## src/rtl/usram_arb.sv

```systemverilog
// usram_arb: round-robin host/engine arbiter for the single-port usram with bounded burst lock and fixed-latency read return
module usram_arb #(
  parameter int ADDR_W    = 16,
  parameter int DATA_W    = 64,
  parameter int BURST_MAX = 16
) (
  input  logic              clk,
  input  logic              rst_n,
  input  logic              h_req,
  output logic              h_gnt,
  input  logic              h_we,
  input  logic              h_lock,
  input  logic [ADDR_W-1:0] h_addr,
  input  logic [DATA_W-1:0] h_wdata,
  output logic              h_rvalid,
  output logic [DATA_W-1:0] h_rdata,
  input  logic              e_req,
  output logic              e_gnt,
  input  logic              e_we,
  input  logic              e_lock,
  input  logic [ADDR_W-1:0] e_addr,
  input  logic [DATA_W-1:0] e_wdata,
  output logic              e_rvalid,
  output logic [DATA_W-1:0] e_rdata,
  output logic [ADDR_W-1:0] usram_addr,
  output logic [DATA_W-1:0] usram_wdata,
  output logic              usram_write_en,
  output logic              usram_read_en,
  input  logic [DATA_W-1:0] usram_rdata,
  output logic              busy
);
  localparam int CW = $clog2(BURST_MAX + 1);
  logic              lock_act, lock_own, last_grant, v1, o1, v2, o2;
  logic              own_req, locked, acc, win, w_we, w_lock, keep;
  logic [CW-1:0]     cnt, cnt_n;
  logic [ADDR_W-1:0] w_addr;
  logic [DATA_W-1:0] w_wdata, h_hold, e_hold;
  always_comb begin
    own_req = lock_own ? e_req : h_req;
    locked  = lock_act & own_req;
    h_gnt   = locked ? !lock_own : h_req & (!e_req | last_grant);
    e_gnt   = locked ? lock_own : e_req & (!h_req | !last_grant);
    win     = e_req & e_gnt;
    acc     = (h_req & h_gnt) | win;
    w_we    = win ? e_we : h_we;
    w_lock  = win ? e_lock : h_lock;
    w_addr  = win ? e_addr : h_addr;
    w_wdata = win ? e_wdata : h_wdata;
    cnt_n   = (locked ? cnt : '0) + 1'b1;
    keep    = acc & w_lock & (cnt_n != CW'(BURST_MAX));
  end
  assign h_rvalid = v2 & !o2;
  assign e_rvalid = v2 & o2;
  assign h_rdata  = h_rvalid ? usram_rdata : h_hold;
  assign e_rdata  = e_rvalid ? usram_rdata : e_hold;
  assign busy     = locked | v1 | v2;
  always_ff @(posedge clk or negedge rst_n) begin
    if (!rst_n) begin
      usram_addr     <= '0;
      usram_wdata    <= '0;
      usram_write_en <= 1'b0;
      usram_read_en  <= 1'b0;
      last_grant     <= 1'b1;
      lock_act       <= 1'b0;
      lock_own       <= 1'b0;
      cnt            <= '0;
      v1             <= 1'b0;
      o1             <= 1'b0;
      v2             <= 1'b0;
      o2             <= 1'b0;
      h_hold         <= '0;
      e_hold         <= '0;
    end else begin
      usram_write_en <= acc & w_we;
      usram_read_en  <= acc & !w_we;
      v1             <= acc & !w_we;
      o1             <= win;
      v2             <= v1;
      o2             <= o1;
      lock_act       <= keep;
      lock_own       <= acc ? win : lock_own;
      cnt            <= keep ? cnt_n : '0;
      h_hold         <= h_rdata;
      e_hold         <= e_rdata;
      if (acc) begin
        last_grant  <= win;
        usram_addr  <= w_addr;
        usram_wdata <= w_wdata;
      end
    end
  end
endmodule

```

## config.mk

```make
export PLATFORM = sky130hd
export DESIGN_NAME = usram_arb
export DESIGN_NICKNAME = d
export VERILOG_FILES = /design/src/rtl/usram_arb.sv
export SDC_FILE = /design/constraint.sdc
export NUM_CORES = 1
export LEC_CHECK = 0
export ABC_AREA = 1
export BUFFER_PORTS_ARGS = -buffer_cell sky130_fd_sc_hd__buf_2
export CAP_MARGIN = 5
export CORE_MARGIN = 2
export CORE_UTILIZATION = 30
export DETAILED_ROUTE_END_ITERATION = 6
export HOLD_SLACK_MARGIN = 0.15
export PLACE_DENSITY_LB_ADDON = 0.1
export SLEW_MARGIN = 20
export SYNTH_ARGS = -nofsm -noshare
export SYNTH_HDL_FRONTEND = slang
export SYNTH_SLANG_ARGS = --single-unit
```

## constraint.sdc

```tcl
create_clock -name clk -period 4.56 [get_ports clk]
set_input_delay 0.456 -clock clk [delete_from_list [all_inputs] [get_ports clk]]
set_output_delay 0.456 -clock clk [all_outputs]
set_load 0.01 [all_outputs]
```

; Yosys cells after proc, flatten, opt, wreduce, memory -nomap -nowiden
; Cells that the tools add are included.
; W data, S select, Z words.
[word_totals]
regBits = 221
latch_bits = 0
ramBits = 0
rom_bits = 0
inputBits = 232
output_inout_bits = 215
elab_cells = 48
mem_count = 0
[op_classes]
add_sub_neg = 1
multipliers = 0
n_div = 0
order_cmp = 0
n_eq_ne = 1
n_shift = 0
mux = 11
bitwise_logic = 16
reduce_logical = 6
[op_table]
columns = cell, count
row1 = $mux W64, 3
row2 = $mux W16, 1
row3 = $and A1 B1 Y1, 11
row4 = $mux W5, 2
row5 = $logic_not A1 Y1, 6
row6 = $add A5 B1 Y5 const B, 1
row7 = $mux W1, 5
row8 = $ne A5 B5 Y1 const B, 1
row9 = $or A1 B1 Y1, 5

; Logic depth before layout (Yosys ltp)
[depth]
depth_word = 9
mapped_depth = 12

; Least setup slack after synthesis
; No wires, ideal clock.
[synth_path]
path_type = reg2out
from = register o2
to = output h_rdata[0]
arrival_time_ps = 1377
required_ps = 4104
setup_slack_ps = 2727
path_stages_with_launch = 6
path_buffers = 2
path_cell_list = dfrtp_1 nor2_1 inv_1 clkbuf_1 clkbuf_1 o21ai_0
[synth_via]
elab_chain_len = 3
[synth_rtl]
columns = element, line_no
row1 = start: declaration, 33  ; logic lock_act, lock_own, last_grant, v1, o1, v2, o2;
row2 = start signal: assignment, 70  ; o2 <= 1'b0;
row3 = start signal: assignment, 79  ; o2 <= o1;
row4 = $logic_not A1 Y1, 52  ; assign h_rvalid = v2 & !o2;
row5 = $and A1 B1 Y1, 52
row6 = named net h_rvalid, 15  ; output logic h_rvalid,
row7 = $mux W64, 54  ; assign h_rdata = h_rvalid ? usram_rdata : h_hold;
row8 = end: declaration, 16  ; output logic [DATA_W-1:0] h_rdata,
; The timed path passes the listed nets, and every way through them passes these cells.

; Worst setup path after layout
[layout_path]
from = register v2
to = output h_rdata[40]
[layout_via]
elab_chain_len = 2
[layout_rtl]
columns = element, line_no
row1 = start: declaration, 33
row2 = start signal: assignment, 78  ; v2 <= v1;
row3 = $and A1 B1 Y1, 52
row4 = $mux W64, 54
; No other way between the ends.

==> results.sh <==
export IMPL_insertion_delay_ns=0.53
export IMPL_cts_htree_levels=1
export IMPL_worst_slew_pin_slew_ns=1.01
export IMPL_portBuffers=446
export IMPL_fin_crit_sh_pct=76.0
export IMPL_drtIter0Drc=427
export IMPL_ir_drop_mv=0.322
export IMPL_clock_sinks=221
export IMPL_clockBufferDepth=3
export IMPL_cts_root_buf="clkbuf_16"
export IMPL_setup_ws_ns=1.09
export IMPL_hold_path_class="input port to flop"
export IMPL_power_leakage_uw=0.00742
export IMPL_critPathCaptureType="output port"
export IMPL_route_detailed_drc=0
export IMPL_grt_pass1_vias=8795
export IMPL_dr_pass1_iters=5
export IMPL_antenna_found_initial=1
export IMPL_worstPathRequired_ns=4.10
export IMPL_synth_seq_area_share_pct=62.0
export IMPL_area_growth_pct=55.8
export IMPL_grt_overflow=0
export IMPL_cp_max_fo=68
export IMPL_die_area_um2=31200
export IMPL_die_height_um=177
export IMPL_diodes=0
export IMPL_async_reset_ff_share_pct=100
export IMPL_yosys_area_top_type_share_pct=61.7
export IMPL_rsz0062_at_grt="false"
export IMPL_cts_tree="done"
export IMPL_slew_viol_final=0
export IMPL_fill_cells=2909
export IMPL_critPathLaunchType="flop"
export IMPL_syn_inst=994
export IMPL_place_ws_ns=1.68
export IMPL_initial_core_util_pct=30.3
export IMPL_setup_violations=0
export IMPL_worst_setup_path_type="flop to output port"
export IMPL_core_area_um2=29500
export IMPL_ys_flop_type="dfrtp_1"
export IMPL_synth_most_common_cell="nand2_1"
export IMPL_skew_ns=0.00816
export IMPL_syn_area_um2=8930
export IMPL_power_uw=8660
export IMPL_dpl_hpwl_um=20800
export IMPL_routed_wl_um=31000
export IMPL_syn_avg_cell_area_um2=8.98
export IMPL_synth_area_leaders="dfrtp_1 (62%), nand2_1 (13%), nand3_1 (9.4%), o21ai_0 (7.3%), inv_1 (3.4%)"
export IMPL_row_count=63
export IMPL_grt_pass1_wl_um=48300
export IMPL_drtAntennaViolNets=0
export IMPL_tns_ns=0
export IMPL_timing_fmax_mhz=288
export IMPL_period_minus_slack_ns=3.47
export IMPL_clkTransAtPathRegs_ns=0.05
export IMPL_grt_max_degree=121
export IMPL_yosysUniqueCellTypes=21
export IMPL_postCtsSetupBuffers=0
export IMPL_hold_viol_final=0
export IMPL_nets=1802
export IMPL_grt_usage_pct=19.5
export IMPL_gp_congestion=0.798
export IMPL_cap_violations=0
export IMPL_io_pins=447
export IMPL_p_per_area_nw_per_um2=623
export IMPL_crit_arrival_ns=3.01
export IMPL_synth_nets=1227
export IMPL_vias=8815
export IMPL_synth_top_area_cell="dfrtp_1"
export IMPL_drive_above_1_share_pct=32.2
export IMPL_cts_buffers=27
export IMPL_ys_warn_count=0
export IMPL_yosys_register_bits=221
export IMPL_die_x_um=177
export IMPL_slew_headroom_pct=32.7
export IMPL_synth_common_cells="nand2_1 (306), dfrtp_1 (220), nand3_1 (167)"
export IMPL_status="complete, no violations"
export IMPL_wire_per_inst_um=15.7
export IMPL_vias_per_cell=4.45
export IMPL_synth_edf_count=0
-- what timing repair did --
| item | in CTS | in global routing |
|---|---|---|
| hold endpoints to repair | 197 | 0 |
| resized for setup | 0 | 0 |
| hold buffers | 154 | 0 |
-- cells by family (layout without fill, tap and decap cells) --
family | after synthesis | in the layout | synth area share, %
simple gates | 493 | 493 | 23.2
flops | 221 | 221 | 62.0
buf+inv | 146 | 741 | 7.19
compound gates | 132 | 132 | 7.40
fa+ha+maj | 1 | 1 | 0.140
xor+xnor | 1 | 1 | 0.0981
-- per-stage QoR --
step / cell area, um^2 / utilization [%] / instances / hold slack (ns)
after floorplan: 8930 / - / 994 / 0.160
final: 13900 / 47.2 / 1979 / 0.170
after detailed placement: 11400 / 38.7 / 1776 / 0.336
after global placement: 11400 / 38.7 / 1776 / 0.336
after CTS: 13900 / 47.2 / 1979 / 0.150
after global routing: 13900 / 47.2 / 1979 / 0.170
-- cell usage in the layout (no fill, tap or decap), types with 2 or more instances in the layout --
cell type,count
o21ai_0,130
clkbuf_8,8
inv_1,79
buf_2,445
nand2_1,305
clkbuf_1,3
bufinv_16,4
nor2_1,15
nand2_2,2
clkbuf_16,27
dfrtp_1,220
clkinv_2,6
inv_2,3
buf_4,9
dlygate4sd3_1,154
nand3_1,167
-- critical path: stages, from the launching register on --
cell      delay [ns]
dfrtp_1         0.40
inv_1           0.05
nor2_1          0.16
clkinv_2        0.65
buf_4           0.57
o21ai_0         0.37
buf_2           0.20
-- sequential cells by signal, indices dropped and copies added (netlist names) --
signal          cells
e_hold             64
h_hold             64
usram_wdata        64
usram_addr         16
cnt                 5
last_grant          1
lock_act            1
lock_own            1
o1                  1
o2                  1
usram_write_en      1
v1                  1
v2                  1
-- area by class of cell --
class	count	area [um^2]	area share, %
inverter	83	313	2.25
clock buffer	38	797	5.73
tap	390	488	3.51
sequential	221	5530	39.8
multi-input combinational	627	2770	19.9
clock inverter	11	163	1.17
timing repair buffer	609	3850	27.7
-- power breakdown --
part	internal, uW	switching [uW]	total [uW]
clock network	1440	838	2270
registers	2760	273	3040
logic	1350	2000	3350
-- metal layers --
metal	vias to the layer above	global-route usage (%)	wire length [um]
met5	-	0	13
met4	2	6.75	1210
met2	349	31.9	14500
li1	4349	-	-
met1	4047	25.1	13000
met3	68	4.84	2390
-- path summary, 6_finish.rpt --
| check | start | end | slack [ns] | cells past startpoint |
|---|---|---|---|---|
| worst max-delay path | v2 | h_rdata[40] | 1.09 | 6 |
| worst min-delay path | h_wdata[15] | usram_wdata[15] | 0.17 | 3 |
| worst max register to register | lock_own | usram_wdata[42] | 1.68 | 10 |
| worst min register to register | o1 | o2 | 0.36 | 0 |
| max in group asynchronous | rst_n | usram_wdata[32] | 2.80 | 3 |
| min in group asynchronous | rst_n | h_hold[29] | 0.57 | 2 |
Power figures use the tool's default switching activity.
